--- src/rtl/pe_array_ctrl.sv ---
// Layer sequencer for pe_array_top: clear, weight load, input load, drain, write-back.
// Optional read watchdog enabled by defining PE_CTRL_TIMEOUT_EN.
module pe_array_ctrl #(
  parameter int DRAIN_CYCLES = 8,
  parameter int WR_GAP       = 64,
  parameter int TIMEOUT      = 1024
) (
  input  logic        clk,
  input  logic        rst,
  input  logic        start,
  input  logic [3:0]  cfg_conv_num,
  input  logic        cfg_relu_en,
  input  logic        cfg_pool_en,
  input  logic        cfg_partial_en,
  input  logic [16:0] cfg_w_base,
  input  logic [16:0] cfg_w_cnt,
  input  logic [16:0] cfg_i_base,
  input  logic [16:0] cfg_i_cnt,
  input  logic [14:0] cfg_o_base,
  input  logic [14:0] cfg_o_cnt,
  input  logic        readdatavalid_out_weight,
  input  logic        readdatavalid_out_input,
  output logic [3:0]  conv_num,
  output logic        relu_en_control,
  output logic        pool_en_control,
  output logic        partial_en_control,
  output logic        output_en_control,
  output logic        rst_n_pe,
  output logic        en_readw_control,
  output logic [16:0] addr_readw_control,
  output logic        en_readi_control,
  output logic [16:0] addr_readi_control,
  output logic        en_write_control,
  output logic [14:0] addr_write_control,
  output logic        busy,
  output logic        done,
  output logic        error
);

  localparam logic [3:0] S_IDLE   = 4'd0;
  localparam logic [3:0] S_CLEAR  = 4'd1;
  localparam logic [3:0] S_W_REQ  = 4'd2;
  localparam logic [3:0] S_W_WAIT = 4'd3;
  localparam logic [3:0] S_I_REQ  = 4'd4;
  localparam logic [3:0] S_I_WAIT = 4'd5;
  localparam logic [3:0] S_DRAIN  = 4'd6;
  localparam logic [3:0] S_WR_REQ = 4'd7;
  localparam logic [3:0] S_WR_GAP = 4'd8;
  localparam logic [3:0] S_DONE   = 4'd9;
  localparam logic [3:0] S_ERR    = 4'd10;

  logic [3:0]  state_r, state_nxt_s;
  logic [16:0] idx_r, idx_nxt_s;
  logic [31:0] cyc_r, cyc_nxt_s;
  logic        accept_s;
  logic [3:0]  conv_num_r;
  logic        relu_r, pool_r, partial_r, out_en_r, rst_n_pe_r;
  logic [16:0] w_base_r, w_cnt_r, i_base_r, i_cnt_r;
  logic [14:0] o_base_r, o_cnt_r;
  logic        en_readw_r, en_readi_r, en_write_r, busy_r, done_r, error_r;
  logic [16:0] addr_readw_r, addr_readi_r;
  logic [14:0] addr_write_r;

  assign accept_s = (state_r == S_IDLE) && start && !busy_r;

  // Next-state, shared phase index and cycle counter.
  always_comb begin
    state_nxt_s = state_r;
    idx_nxt_s   = idx_r;
    cyc_nxt_s   = cyc_r;
    case (state_r)
      S_IDLE: begin
        idx_nxt_s = 17'd0;
        cyc_nxt_s = 32'd0;
        if (accept_s) state_nxt_s = S_CLEAR;
        else          state_nxt_s = S_IDLE;
      end
      S_CLEAR: begin
        idx_nxt_s = 17'd0;
        cyc_nxt_s = 32'd0;
        if (w_cnt_r != 17'd0)      state_nxt_s = S_W_REQ;
        else if (i_cnt_r != 17'd0) state_nxt_s = S_I_REQ;
        else                       state_nxt_s = S_DRAIN;
      end
      S_W_REQ: begin
        cyc_nxt_s   = 32'd0;
        state_nxt_s = S_W_WAIT;
      end
      S_W_WAIT: begin
        if (readdatavalid_out_weight) begin
          cyc_nxt_s = 32'd0;
          if (idx_r + 17'd1 == w_cnt_r) begin
            idx_nxt_s = 17'd0;
            if (i_cnt_r != 17'd0) state_nxt_s = S_I_REQ;
            else                  state_nxt_s = S_DRAIN;
          end else begin
            idx_nxt_s   = idx_r + 17'd1;
            state_nxt_s = S_W_REQ;
          end
        end
`ifdef PE_CTRL_TIMEOUT_EN
        else if (cyc_r == 32'(TIMEOUT - 1)) begin
          cyc_nxt_s   = 32'd0;
          state_nxt_s = S_ERR;
        end
`endif
        else begin
          cyc_nxt_s = cyc_r + 32'd1;
        end
      end
      S_I_REQ: begin
        cyc_nxt_s   = 32'd0;
        state_nxt_s = S_I_WAIT;
      end
      S_I_WAIT: begin
        if (readdatavalid_out_input) begin
          cyc_nxt_s = 32'd0;
          if (idx_r + 17'd1 == i_cnt_r) begin
            idx_nxt_s   = 17'd0;
            state_nxt_s = S_DRAIN;
          end else begin
            idx_nxt_s   = idx_r + 17'd1;
            state_nxt_s = S_I_REQ;
          end
        end
`ifdef PE_CTRL_TIMEOUT_EN
        else if (cyc_r == 32'(TIMEOUT - 1)) begin
          cyc_nxt_s   = 32'd0;
          state_nxt_s = S_ERR;
        end
`endif
        else begin
          cyc_nxt_s = cyc_r + 32'd1;
        end
      end
      S_DRAIN: begin
        if (cyc_r == 32'(DRAIN_CYCLES - 1)) begin
          cyc_nxt_s = 32'd0;
          idx_nxt_s = 17'd0;
          if (o_cnt_r != 15'd0) state_nxt_s = S_WR_REQ;
          else                  state_nxt_s = S_DONE;
        end else begin
          cyc_nxt_s = cyc_r + 32'd1;
        end
      end
      S_WR_REQ: begin
        cyc_nxt_s   = 32'd0;
        state_nxt_s = S_WR_GAP;
      end
      S_WR_GAP: begin
        // WR_REQ consumes one cycle of each write slot, the gap the remaining WR_GAP-1.
        if (cyc_r == 32'(WR_GAP - 2)) begin
          cyc_nxt_s = 32'd0;
          if (idx_r[14:0] + 15'd1 == o_cnt_r) begin
            idx_nxt_s   = 17'd0;
            state_nxt_s = S_DONE;
          end else begin
            idx_nxt_s   = idx_r + 17'd1;
            state_nxt_s = S_WR_REQ;
          end
        end else begin
          cyc_nxt_s = cyc_r + 32'd1;
        end
      end
      S_DONE:  state_nxt_s = S_IDLE;
      S_ERR:   state_nxt_s = S_IDLE;
      default: state_nxt_s = S_IDLE;
    endcase
  end

  // State, configuration shadow and registered control outputs.
  always_ff @(posedge clk or posedge rst) begin
    if (rst) begin
      state_r      <= S_IDLE;
      idx_r        <= 17'd0;
      cyc_r        <= 32'd0;
      conv_num_r   <= 4'd0;
      relu_r       <= 1'b0;
      pool_r       <= 1'b0;
      partial_r    <= 1'b0;
      w_base_r     <= 17'd0;
      w_cnt_r      <= 17'd0;
      i_base_r     <= 17'd0;
      i_cnt_r      <= 17'd0;
      o_base_r     <= 15'd0;
      o_cnt_r      <= 15'd0;
      out_en_r     <= 1'b0;
      rst_n_pe_r   <= 1'b1;
      en_readw_r   <= 1'b0;
      en_readi_r   <= 1'b0;
      en_write_r   <= 1'b0;
      addr_readw_r <= 17'd0;
      addr_readi_r <= 17'd0;
      addr_write_r <= 15'd0;
      busy_r       <= 1'b0;
      done_r       <= 1'b0;
      error_r      <= 1'b0;
    end else begin
      state_r <= state_nxt_s;
      idx_r   <= idx_nxt_s;
      cyc_r   <= cyc_nxt_s;
      if (accept_s) begin
        conv_num_r <= cfg_conv_num;
        relu_r     <= cfg_relu_en;
        pool_r     <= cfg_pool_en;
        partial_r  <= cfg_partial_en;
        w_base_r   <= cfg_w_base;
        w_cnt_r    <= cfg_w_cnt;
        i_base_r   <= cfg_i_base;
        i_cnt_r    <= cfg_i_cnt;
        o_base_r   <= cfg_o_base;
        o_cnt_r    <= cfg_o_cnt;
      end
      rst_n_pe_r <= (state_nxt_s != S_CLEAR);
      out_en_r   <= (state_nxt_s == S_WR_REQ) || (state_nxt_s == S_WR_GAP);
      en_readw_r <= (state_nxt_s == S_W_REQ);
      en_readi_r <= (state_nxt_s == S_I_REQ);
      en_write_r <= (state_nxt_s == S_WR_REQ);
      if (state_nxt_s == S_W_REQ)  addr_readw_r <= w_base_r + idx_nxt_s;
      if (state_nxt_s == S_I_REQ)  addr_readi_r <= i_base_r + idx_nxt_s;
      if (state_nxt_s == S_WR_REQ) addr_write_r <= o_base_r + idx_nxt_s[14:0];
      // done trails the DONE state by one cycle; busy drops the cycle after done.
      done_r <= (state_r == S_DONE);
      if (accept_s)                busy_r <= 1'b1;
      else if (done_r)             busy_r <= 1'b0;
      else if (state_r == S_ERR)   busy_r <= 1'b0;
      if (accept_s)                error_r <= 1'b0;
      else if (state_nxt_s == S_ERR) error_r <= 1'b1;
    end
  end

  assign conv_num           = conv_num_r;
  assign relu_en_control    = relu_r;
  assign pool_en_control    = pool_r;
  assign partial_en_control = partial_r;
  assign output_en_control  = out_en_r;
  assign rst_n_pe           = rst_n_pe_r;
  assign en_readw_control   = en_readw_r;
  assign addr_readw_control = addr_readw_r;
  assign en_readi_control   = en_readi_r;
  assign addr_readi_control = addr_readi_r;
  assign en_write_control   = en_write_r;
  assign addr_write_control = addr_write_r;
  assign busy               = busy_r;
  assign done               = done_r;
`ifdef PE_CTRL_TIMEOUT_EN
  assign error = error_r;
`else
  assign error = 1'b0;
`endif

endmodule

--- config.mk ---
export PLATFORM = sky130hd
export DESIGN_NAME = pe_array_ctrl
export DESIGN_NICKNAME = d
export VERILOG_FILES = /design/src/rtl/pe_array_ctrl.sv
export SDC_FILE = /design/constraint.sdc
export NUM_CORES = 1
export LEC_CHECK = 0
export CAP_MARGIN = 10
export CELL_PAD_IN_SITES_DETAIL_PLACEMENT = 1
export CELL_PAD_IN_SITES_GLOBAL_PLACEMENT = 1
export CORE_ASPECT_RATIO = 0.6
export CORE_MARGIN = 5
export CORE_UTILIZATION = 44
export CTS_CLUSTER_DIAMETER = 60
export DETAILED_ROUTE_END_ITERATION = 12
export PLACE_DENSITY_LB_ADDON = 0.1
export SLEW_MARGIN = 15
export SYNTH_ARGS = -nofsm -noshare
export SYNTH_HDL_FRONTEND = slang
export SYNTH_SLANG_ARGS = --single-unit
--- constraint.sdc ---
create_clock -name clk -period 8.3 [get_ports clk]
set_input_delay 1.245 -clock clk [delete_from_list [all_inputs] [get_ports clk]]
set_output_delay 1.245 -clock clk [all_outputs]
set_load 0.01 [all_outputs]
==> metrics.txt <==
fin worst setup slack 0.9039 ns; area of the mapped netlist 0.01304 mm²; Via density 5.894; vias post-DR 10816; Peak VDD IR 0.0001464 V; IO Port Bufs 172; maximum clock insertion buffer count 3; R2R setup slack 0.90 ns; Tcrit/Tclk final 89.11%; Final Max Tran Viols 0; drt drc 0; commonest non-fill, non-tap cell in the layout dfrtp_1; Worst R2R Path Depth 21; WHS Path Cells 2; Setup violations, final 0; Tmin final 7.396 ns; CP required 8.75 ns; Worst setup startpoint idx_r[1]$_DFF_PP0_; Net Count, Synth 1418; Final Util 54.78%; Leak 7.258 nW; TritonCTS clock tree done; placed cells 1793; synthesized flop and latch total 214; sequential share of power 48.3%; initial drt markers 848; Synth Warn # 0; crit-path cells ha_1 -> nand3_1 -> nor3_1 -> xnor3_1 -> and4b_1 -> and2_1 -> o21ai_0 -> buf_4 -> a22o_1 -> inv_1 -> fa_1 -> nand2b_1 -> a21oi_1 -> o211ai_1 -> a21oi_1 -> nor3_1 -> o41ai_1 -> a31oi_1 -> nor4_1 -> mux2i_1 -> nand4_1; Worst EP arrival 7.85 ns; Syn Area/Cell 10.38 µm²; Post-CTS Setup Repair Bufs 0; Most used DFF post-synth dfrtp_1; initial antenna violation count 2; number of synthesized flops with an enable pin 0; total CTS buffers 23; Slew HR 24.87%; hold_sp addr_readw_control[12]$_DFFE_PP0P_; Fillers 3153; dpl ws 1.224 ns; worst reg2reg startpoint idx_r[1]$_DFF_PP0_; Worst Path Buf+Inv 2; Synth-to-Final Area Change 21.86%; RePlAce Congestion 0.9685; Switch Pwr 0.4767 mW; IO Pins 174; worst-margin pin slew 1.117 ns; first-pass GRT wire length 67660 µm; CTS clk-pin slew, worst paths 0.07 ns; Final Hold Fails 0; post-synthesis async set-or-reset flop share 100.0%; drt wl/cell 23.84 µm; die width 232.3 µm; CP Class flop to flop; CTS HTree Levels 1; Total Neg Setup Slack 0 ns; Hold Slack 0.4779 ns; latest clock arrival within the worst-skew pair 0.53 ns; CP endpoint kind flop; Finished Cell Area 0.01589 mm²; gr ovfl total 0; starting density of the core 44.96%; leading cell types in the layout, fill and taps excluded dfrtp_1, clkdlybuf4s50_1, mux2_2, nand2_1, nor2_1; WL final 43750 µm; CTS-repair resized insts 0; internal power 1.687 mW; CP top delay family simple AND/OR/NAND/NOR gates; status finished clean; nets@finish 1580; hold endpoint addr_readw_control[12]$_DFFE_PP0P_; root buffer cell clkbuf_16; gr usage total 26.06%; Fmax 135.2 MHz; count of cell types in the netlist 95; slowest CP cell nor3_1; Startpoint Class flop; Finished Layout Cells 1835; Mapped Cells 1256; CTS Hold Buffers Added 0; die area 0.03330 mm²; largest net degree at the start of global routing 141; detailed placement HPWL 32930 µm; dpl cell area 0.01515 mm²; Setup Skew 0.01073 ns; max-cap violations 0; Seq/Total Area, Yosys 41.07%; First-pass DRT Iterations 5; RSZ-0062 raised after global routing no; core area 0.02901 mm²; power consumption 2.164 mW; row count 48; share of cells above drive strength 1 14.79%; die height 143.4 µm; TritonCTS Sinks 214; Gate power share 3.9%; FF-to-FF End addr_readw_control[16]$_DFFE_PP0P_; Max FO, Critical Path 15; HP Class flop to flop; Cell Pwr Density 136.2 mW/mm²; CP peak stage delay 0.93 ns; clock share of power 47.8%; post-route ant nets 0; vias in the first global route 11232; switching part of the total power 22.03%
[power groups by stage]
stage | logic, mW | registers (mW) | clock network (mW)
floorplan | 0.0202 | 1.06 | 0
global placement | 0.0846 | 1.06 | 0
detailed placement | 0.0856 | 1.06 | 0
CTS | 0.0862 | 1.04 | 1.06
global route | 0.0915 | 1.04 | 1.11
finish | 0.0836 | 1.04 | 1.04
[logic make-up (layout without fill, tap and decap cells)]
logic type | after synthesis | after routing | synth area share, %
AO/OA/AOI/OAI | 251 | 251 | 12.56
XOR/XNOR | 105 | 105 | 8.903
adder cells (fa/ha/maj) | 53 | 53 | 5.238
buffers and inverters | 100 | 277 | 3.511
flip-flops | 214 | 214 | 41.07
multiplexers | 141 | 141 | 12.29
other | 1 | 3 | 0.02875
AND/OR/NAND/NOR | 391 | 391 | 16.40
[area by class of cell]
cell class / count / area, µm² / share of cell area (%)
clock inverter: 6 / 62.56 / 0.3937
sequential: 214 / 5356 / 33.71
multi-input combinational: 942 / 7246 / 45.59
antenna: 2 / 5.005 / 0.03149
tap: 400 / 500.5 / 3.149
clock buffer: 34 / 676.9 / 4.260
timing repair buffer: 191 / 1864 / 11.73
inverter: 46 / 180.2 / 1.134
[how the worst max path moves through the flow]
stage | end | cells past startpoint
after floorplan | addr_readi_control[0]$_DFFE_PP0P_ | 1
after global placement | addr_readw_control[16]$_DFFE_PP0P_ | 21
after detailed placement | addr_readw_control[16]$_DFFE_PP0P_ | 21
after CTS | addr_readw_control[16]$_DFFE_PP0P_ | 21
after global routing | addr_readw_control[16]$_DFFE_PP0P_ | 21
final | addr_readw_control[16]$_DFFE_PP0P_ | 21
[cells in the mapped netlist, types with 7 or more instances]
library cell / count / area [µm²]
and3_1: 16 / 100.1
xnor2_1: 57 / 499.2
xor2_1: 30 / 262.8
nand4_1: 24 / 150.1
dfrtp_1: 213 / 5330
and2_1: 7 / 43.79
o31ai_1: 10 / 75.07
nor4_1: 32 / 200.2
inv_1: 44 / 165.2
nor3_1: 35 / 175.2
mux2_1: 13 / 146.4
o21bai_1: 7 / 52.55
mux2_2: 116 / 1306
nand3_1: 34 / 170.2
nand2b_1: 21 / 131.4
a21o_1: 11 / 82.58
a21oi_1: 64 / 320.3
or2_2: 7 / 43.79
or3_1: 13 / 81.33
clkbuf_1: 22 / 82.58
nand2_1: 87 / 326.6
buf_4: 9 / 67.56
buf_2: 18 / 90.09
ha_1: 49 / 613.1
o21ai_0: 67 / 335.3
a31oi_1: 13 / 81.33
o211ai_1: 7 / 52.55
xnor3_1: 17 / 382.9
nor2_1: 70 / 262.8
o2111ai_1: 7 / 61.31
a211oi_1: 8 / 60.06
[state kept, by name, summed over array words and instances, names as in the netlist, 4 cells and up]
name and count:
addr_readi_control 17, w_cnt_r 17, idx_r 17, addr_write_control 15, state_r 4, o_base_r 15, conv_num 4, addr_readw_control 17
o_cnt_r 15, w_base_r 17, i_base_r 17, i_cnt_r 17, cyc_r 32
[tightest hold or removal path, delay by kind of cell, from the launching register on]
kind | cells | cell delay, ns
simple gates | 1 | 0.04
compound gates | 1 | 0.06
flops | 1 | 0.34
[per-layer routing]
layer | vias to the layer above | wire length (µm) | track usage [%]
met1 | 5466 | 21960 | 40.87
met5 | - | 40 | 0
met3 | 55 | 3232 | 6.457
met2 | 341 | 17720 | 36.74
met4 | 4 | 796 | 4.536
li1 | 4950 | - | -
No activity file was read; power rests on OpenSTA's default activity.
